### config.mk
export PLATFORM = sky130hd
export DESIGN_NAME = col_drain_ctrl_flat
export DESIGN_NICKNAME = d
export VERILOG_FILES = /design/src/rtl/col_drain_ctrl_if.sv /design/src/rtl/col_drain_ctrl.sv /design/src/flat_wrapper.sv
export SDC_FILE = /design/constraint.sdc
export NUM_CORES = 1
export LEC_CHECK = 0
export BUFFER_PORTS_ARGS = -buffer_cell sky130_fd_sc_hd__buf_4
export CELL_PAD_IN_SITES_DETAIL_PLACEMENT = 0
export CELL_PAD_IN_SITES_GLOBAL_PLACEMENT = 1
export CORE_MARGIN = 2
export CORE_UTILIZATION = 50
export CTS_CLUSTER_SIZE = 12
export DETAILED_ROUTE_END_ITERATION = 10
export PLACE_DENSITY = 0.86
export SLEW_MARGIN = 20
export SYNTH_ARGS = -nofsm -noshare
export SYNTH_HDL_FRONTEND = slang
export SYNTH_SLANG_ARGS = --single-unit
### constraint.sdc
create_clock -name clk -period 5.6 [get_ports clk]
set_clock_uncertainty 0.1 [all_clocks]
set_input_delay 1.12 -clock clk [delete_from_list [all_inputs] [get_ports clk]]
set_output_delay 1.12 -clock clk [all_outputs]
set_load 0.03 [all_outputs]
### src/rtl/col_drain_ctrl_if.sv
// Column-drain bus: skewed per-row capture inputs plus the serialised valid/ready output stream.
// master = the drain controller, slave = the array column / arbiter side.
interface col_drain_ctrl_if #(
  parameter int ROWS     = 8,
  parameter int OUTWIDTH = 32
);
  logic [ROWS*OUTWIDTH-1:0] in_res;
  logic [ROWS-1:0]          in_valid;
  logic                     in_ready;
  logic [OUTWIDTH-1:0]      out_data;
  logic [$clog2(ROWS)-1:0]  out_row;
  logic                     out_valid;
  logic                     out_ready;
  logic                     out_last;
  logic                     overflow;
  logic                     busy;

  modport master (
    input  in_res, in_valid, out_ready,
    output in_ready, out_data, out_row, out_valid, out_last, overflow, busy
  );

  modport slave (
    output in_res, in_valid, out_ready,
    input  in_ready, out_data, out_row, out_valid, out_last, overflow, busy
  );
endinterface

### src/rtl/col_drain_ctrl.sv
// Per-column ping-pong capture buffer that serialises each completed tile onto one stream.
// Optional macro COL_DRAIN_OVFCNT_EN adds an 8-bit saturating dropped-row counter port ovf_cnt.
module col_drain_ctrl #(
  parameter int ROWS     = 8,
  parameter int OUTWIDTH = 32,
  parameter int REVERSE  = 0
) (
  input  logic              clk,
  input  logic              rst,
  col_drain_ctrl_if.master  bus
`ifdef COL_DRAIN_OVFCNT_EN
  ,
  output logic [7:0]        ovf_cnt
`endif
);
  localparam int IW = $clog2(ROWS);

  logic [ROWS-1:0]     cap_q [2];
  logic [ROWS-1:0]     cap_d [2];
  logic [1:0]          full_q, full_d;
  logic                wr_bank_q, wr_bank_d;
  logic                rd_bank_q, rd_bank_d;
  logic [IW-1:0]       idx_q, idx_d;
  logic                overflow_q, overflow_d;
  logic [OUTWIDTH-1:0] mem_q [2][ROWS];

  logic                in_rdy;
  logic [ROWS-1:0]     cap_set;
  logic [ROWS-1:0]     drop;
  logic [ROWS-1:0]     cap_new;
  logic                fill;
  logic                xfer;
  logic                last;
  logic [IW-1:0]       phys;

  // Capture qualification depends only on registered state, so in_ready has no path from in_valid.
  always_comb begin
    in_rdy  = !full_q[wr_bank_q];
    cap_set = in_rdy ? (bus.in_valid & ~cap_q[wr_bank_q]) : '0;
    drop    = bus.in_valid & ~cap_set;
    cap_new = cap_q[wr_bank_q] | cap_set;
    fill    = in_rdy && (&cap_new);
    xfer    = full_q[rd_bank_q] && bus.out_ready;
    last    = (idx_q == IW'(ROWS-1));
    phys    = (REVERSE != 0) ? (IW'(ROWS-1) - idx_q) : idx_q;
  end

  always_comb begin
    cap_d      = cap_q;
    full_d     = full_q;
    wr_bank_d  = wr_bank_q;
    rd_bank_d  = rd_bank_q;
    idx_d      = idx_q;
    overflow_d = overflow_q | (|drop);
    if (fill) begin
      cap_d[wr_bank_q]  = '0;
      full_d[wr_bank_q] = 1'b1;
      wr_bank_d         = ~wr_bank_q;
    end else begin
      cap_d[wr_bank_q]  = cap_new;
    end
    // A fill and a free never hit the same bank: fill needs it empty, free needs it full.
    if (xfer) begin
      if (last) begin
        idx_d             = '0;
        full_d[rd_bank_q] = 1'b0;
        rd_bank_d         = ~rd_bank_q;
      end else begin
        idx_d = idx_q + 1'b1;
      end
    end
  end

  always_ff @(posedge clk) begin
    if (rst) begin
      cap_q[0]   <= '0;
      cap_q[1]   <= '0;
      full_q     <= '0;
      wr_bank_q  <= 1'b0;
      rd_bank_q  <= 1'b0;
      idx_q      <= '0;
      overflow_q <= 1'b0;
    end else begin
      cap_q      <= cap_d;
      full_q     <= full_d;
      wr_bank_q  <= wr_bank_d;
      rd_bank_q  <= rd_bank_d;
      idx_q      <= idx_d;
      overflow_q <= overflow_d;
    end
  end

  // Buffer storage carries no reset; cap/full decide what is meaningful.
  always_ff @(posedge clk) begin
    for (int i = 0; i < ROWS; i++) begin
      if (cap_set[i]) mem_q[wr_bank_q][i] <= bus.in_res[i*OUTWIDTH +: OUTWIDTH];
    end
  end

`ifdef COL_DRAIN_OVFCNT_EN
  logic [7:0] ovf_cnt_q, ovf_cnt_d;

  function automatic int popcnt(input logic [ROWS-1:0] v);
    int n;
    n = 0;
    for (int i = 0; i < ROWS; i++) n += int'(v[i]);
    return n;
  endfunction

  function automatic logic [7:0] sat_add8(input logic [7:0] a, input int b);
    int s;
    s = int'(a) + b;
    return (s > 255) ? 8'hFF : s[7:0];
  endfunction

  always_comb ovf_cnt_d = sat_add8(ovf_cnt_q, popcnt(drop));

  always_ff @(posedge clk) begin
    if (rst) ovf_cnt_q <= '0;
    else     ovf_cnt_q <= ovf_cnt_d;
  end

  assign ovf_cnt = ovf_cnt_q;
`endif

  assign bus.in_ready  = in_rdy;
  assign bus.out_valid = full_q[rd_bank_q];
  assign bus.out_data  = mem_q[rd_bank_q][phys];
  assign bus.out_row   = phys;
  assign bus.out_last  = full_q[rd_bank_q] && last;
  assign bus.overflow  = overflow_q;
  assign bus.busy      = full_q[0] | full_q[1] | (|cap_q[wr_bank_q]);
endmodule
### src/flat_wrapper.sv
// flat-port wrapper written by rule: the top's interface ports become plain ports
module col_drain_ctrl_flat 
#(
  parameter int ROWS     = 8,
  parameter int OUTWIDTH = 32,
  parameter int REVERSE  = 0
)
  (clk, rst, bus_in_res, bus_in_valid, bus_out_ready, bus_in_ready, bus_out_data, bus_out_row, bus_out_valid, bus_out_last, bus_overflow, bus_busy);
  col_drain_ctrl_if #(.ROWS(ROWS), .OUTWIDTH(OUTWIDTH)) bus_i ();
  input  logic clk;
  input  logic rst;
  input wire logic [$bits(bus_i.in_res)-1:0] bus_in_res;
  input wire logic [$bits(bus_i.in_valid)-1:0] bus_in_valid;
  input wire logic [$bits(bus_i.out_ready)-1:0] bus_out_ready;
  output wire logic [$bits(bus_i.in_ready)-1:0] bus_in_ready;
  output wire logic [$bits(bus_i.out_data)-1:0] bus_out_data;
  output wire logic [$bits(bus_i.out_row)-1:0] bus_out_row;
  output wire logic [$bits(bus_i.out_valid)-1:0] bus_out_valid;
  output wire logic [$bits(bus_i.out_last)-1:0] bus_out_last;
  output wire logic [$bits(bus_i.overflow)-1:0] bus_overflow;
  output wire logic [$bits(bus_i.busy)-1:0] bus_busy;
  assign bus_i.in_res = bus_in_res;
  assign bus_i.in_valid = bus_in_valid;
  assign bus_i.out_ready = bus_out_ready;
  assign bus_in_ready = bus_i.in_ready;
  assign bus_out_data = bus_i.out_data;
  assign bus_out_row = bus_i.out_row;
  assign bus_out_valid = bus_i.out_valid;
  assign bus_out_last = bus_i.out_last;
  assign bus_overflow = bus_i.overflow;
  assign bus_busy = bus_i.busy;
  col_drain_ctrl #(.ROWS(ROWS), .OUTWIDTH(OUTWIDTH), .REVERSE(REVERSE)) u_core (.clk(clk), .rst(rst), .bus(bus_i));
endmodule
======== Yosys cells after proc, flatten, opt, wreduce, memory -nomap -nowiden ========
Memory sizes are Yosys's and may differ from the RTL's. A register that Yosys moved wholly into a read port is not among the register bits.
Cells that the tools add are included.
word-level totals
  memory bits (writable) .................. 512
  bits in registers ....................... 24
  logic and storage cells ................. 86
  input port bits ......................... 267
  output and inout bits ................... 40
  memories kept ........................... 1
cells by class
  equal/unequal tests ..................... 1
  bitwise operators ....................... 17
  muxes and demuxes ....................... 41
  reductions and logical operators ........ 11
  order comparisons ....................... 7
  $add $sub $neg .......................... 1
memory list
  name          depth  bits a word  read ports  clocked after memory_dff  write ports  line                  source
  u_core.mem_q  2      256          1           1                         1            col_drain_ctrl.sv:25  logic [OUTWIDTH-1:0] mem_q [2][ROWS];
operator list
  cell                                                       count
  binary-select mux 32 bit (select 3 bit)                    1
  2-to-1 mux 32 bit                                          2
  2-to-1 mux 8 bit                                           5
  2-to-1 mux 1 bit                                           24
  bitwise AND 16 bit                                         1
  bitwise AND 8 bit                                          2
  bitwise mux 16 bit                                         1
  2-to-1 mux 16 bit                                          1
  NOT 16 bit                                                 1
  NOT 8 bit                                                  2
  OR reduction 8 bit                                         2
  demux 8 bit (select 1 bit)                                 1
  bitwise OR 8 bit                                           1
  AND reduction 8 bit                                        1
  logical AND 1 bit                                          6
  2-to-1 mux 2 bit                                           3
  greater-or-equal comparator 4 bit (second input constant)  1
  < comparator 1 x 2 -> 1 bit (second input constant)        2
  NOT 3 -> 4 bit                                             1
  adder 3 x 1 -> 3 bit (second input constant)               1
  equality test 3 bit (second input constant)                1
  2-to-1 mux 3 bit                                           1
  bitwise OR 1 bit                                           3
  bitwise AND 2 bit                                          1
  10 further kinds                                           13

======== Depth between registers and ports, before layout ========
  depth in word-level cells ............... 14
  depth in mapped cells ................... 8

======== Least setup slack after synthesis ========
No wires, ideal clock.
  kind .................................... input port to flip-flop
  start point ............................. input bus_in_valid[5]
  end point ............................... memory u_core.mem_q[0][64] in the netlist's numbering (enable)
  data arrival time ....................... 3.490 ns
  library setup time ...................... 0.468 ns
  path buffers ............................ 0
  setup slack ............................. 1.542 ns
  cell stages on the path ................. 1
  path through ............................ nor3b_1
between the ends
  word-level cells in the longest chain between the ends .. 4
RTL lines
  item                                    line                  source
  start, declared                         flat_wrapper.sv:13    input wire logic [$bits(bus_i.in_valid)-1:0] bus_in_valid;
  bitwise AND 8 bit                       col_drain_ctrl.sv:39  cap_set = in_rdy ? (bus.in_valid & ~cap_q[wr_bank_q]) : '0;
  2-to-1 mux 8 bit                        col_drain_ctrl.sv:39
  2-to-1 mux 1 bit                        col_drain_ctrl.sv:96  if (cap_set[i]) mem_q[wr_bank_q][i] <= bus.in_res[i*OUTWIDTH +: OUTWIDTH];
  2-to-1 mux 1 bit (implied by the code)  col_drain_ctrl.sv:96
  end, declared                           col_drain_ctrl.sv:25
No other way between the ends.

==> out/metrics.cfg <==
[sta]
worstMarginPinSlew_ns=0.968
max_slew_margin=0.353
fmax_mhz=227
drv_slew=0
finalSetupViolations=0
fin_crit_ns=4.40
rsz0062_at_grt=false
fin_crit_sh=0.785
totalNegativeSetupSlack_ns=0
hold_violations=0

[place]
place_area_um2=23700
placedCellCount=1703
gp_congestion=0.824
portBuffers=306
dp_hpwl_mm=33.1

[power_and_ir_drop]
p_leak_nw=8.48
power_mw=8.80
power_density_nw_per_um2=348
ir_drop_uv=273

[critical_path]
timing.rr.start=u_core.wr_bank_q
r2r_cells=5
cp.arrival_ns=3.18
cp-end-kind=primary output
regToRegSetupSlack_ns=2.06
r2r_end=u_core.mem_q[1][55]
worstSetupStartpointType=flop
cp.required_ns=4.38
worst-path-max-fanout=60
crit_type=reg2out

[global_route]
grt_pass1_wl_mm=76.6
grt_overflow=0
grtUsageTotal=0.246
antenna_found_initial=5
grt_pass1_vias=11600
grt_max_degree=96

[cells_and_area]
final_nets=1496
fin_cells=1791
final_area_um2=25300
drive_above_1_share=0.457
syn2layout_area_growth_pct=21.9

[floorplanning]
dieWidth_um=208
die_area_um2=43200
ios=307
core_area_um2=40900
initial_utilization=0.507
rows=74
die-height_um=208

[clock_tree]
cts_root_buf=clkbuf_16
post_cts_buffers=0
cts_buffers=54
clock_path_buffers=3
clk_pin_slew_worst_paths_ns=0.06
clock_latency_ns=0.58
cts_tree=yes
holdBufCountCts=0
cts_sinks=537
cts.htree.levels=2
post_cts_resized=0

[min_path]
worstHoldStart=u_core.cap_q[7]
hp-class=reg2reg
worstHoldPathCells=1
hold_end=u_core.cap_q[7]

[logic_synthesis]
synth_edf_count=512
synth-seq-area-share=0.765
synthCells=890
synth.avg_cell_area_um2=23.3
ys.flop_type=edfxtp_1
yosys_warnings=0
async_flop_share=0
synthDistinctLibCells=48
yosys_register_bits=537
mappedNetlistNets=1159
syn_area_um2=20800

[drt]
drt_iter0_drc=1036
routed-via-count=10800
first_pass_iters=5
wl_per_cell_um=29.4
ant_nets=0
vias_per_cell=6.04
drt_drc_violations_left=0
route.final.wire_length_mm=52.6

[status]
status=finished, final reports clean

[flow_run]
max-cap-violations=0

-- area by class of cell --
| type | instances | area (um2) |
|---|---|---|
| Fill cell | 2812 | 15600 |
| Tap cell | 532 | 666 |
| Inverter | 7 | 26.3 |
| Multi-Input combinational cell | 300 | 4630 |
| Clock buffer | 73 | 1500 |
| Clock inverter | 13 | 110 |
| Antenna cell | 2 | 5.00 |
| Timing Repair Buffer | 327 | 2490 |
| Sequential cell | 537 | 15900 |
-- flip-flops by register name, summed over array words and instances (netlist names), named ones only --
register,count
u_core.bus.out_row,3
u_core.bus.overflow,1
u_core.cap_q,16
u_core.full_q,2
u_core.mem_q,512
u_core.rd_bank_q,1
u_core.wr_bank_q,1
-- critical path: stages, from the launching register on --
cell	delay, ns
dfxtp_4	0.72
buf_12	0.46
mux4_2	0.61
mux4_2	0.53
buf_4	0.19
-- cell families (layout without fill, tap and decap cells) --
family / Yosys count / after routing / synth area share
AND/OR/NAND/NOR: 89 / 89 / 0.0238
multiplexers: 161 / 161 / 0.175
flip-flops: 537 / 537 / 0.765
other: 0 / 2 / 0
AO/OA/AOI/OAI: 48 / 48 / 0.0187
buffers and inverters: 53 / 420 / 0.0166
adder cells (fa/ha/maj): 2 / 2 / 0.00120
-- cell usage after synthesis (4+ instances only) --
master    instances  area, um2
buf_2             7       35.0
o221ai_1          5       43.8
inv_1             7       26.3
buf_6            11        124
mux4_1            6        158
edfxtp_1        512      15400
a21oi_1          15       75.1
mux4_2          154       3470
buf_4             8       60.1
and3_1            5       31.3
a32o_1            6       60.1
nand3_1           4       20.0
dfxtp_1          25        500
nor2_1           20       75.1
clkbuf_1         16       60.1
a32oi_1           5       43.8
nand2b_1         13       81.3
nand2_1          13       48.8
nor2b_1          15       93.8
-- layer usage --
metal	vias to the layer above	routed length (um)	global-route usage
met5	-	38	0
met4	6	1170	0.0719
met3	84	4180	0.0492
met2	586	27400	0.427
met1	5646	19900	0.319
li1	4491	-	-
-- placed cells by master (no fill, tap or decap), drive strengths merged, types with 3 or more instances in the layout --
master	netlist	layout
nand2	13	13
clkbuf	20	73
nor2b	15	15
nor2	20	20
or2	3	3
o221ai	5	5
nand3	5	5
a32oi	5	5
dfxtp	25	25
inv	7	7
nand2b	13	13
a31oi	4	4
mux4	160	160
and3	5	5
clkinv	0	10
a21oi	15	15
buf	26	327
nor3	3	3
edfxtp	512	512
a32o	6	6
-- metrics by stage --
step	worst slack, ns	util	hold WS [ns]
6_report	1.20	0.619	0.408
5_1_grt	1.01	0.619	0.435
4_1_cts	1.11	0.618	0.408
3_5_place_dp	1.78	0.579	0.395
3_3_place_gp	1.78	0.579	0.389
2_1_floorplan	1.54	-	0.356
-- how the worst max path moves through the flow --
stage,startpoint,cells after the start,endpoint
finish,flop,4,bus_out_data[7]
global route,flop,4,bus_out_data[27]
CTS,flop,4,bus_out_data[7]
detailed placement,flop,4,bus_out_data[27]
global placement,flop,4,bus_out_data[27]
floorplan,bus_in_valid[5],1,u_core.mem_q[0][64]
-- report_power, final --
part           internal [mW]  leakage (nW)  switching [mW]
Sequential              4.65          4.95          0.0738
Clock                   1.93         0.781            1.40
Combinational          0.334          2.76           0.403
Note: power is estimated with default switching activity, not from simulation.
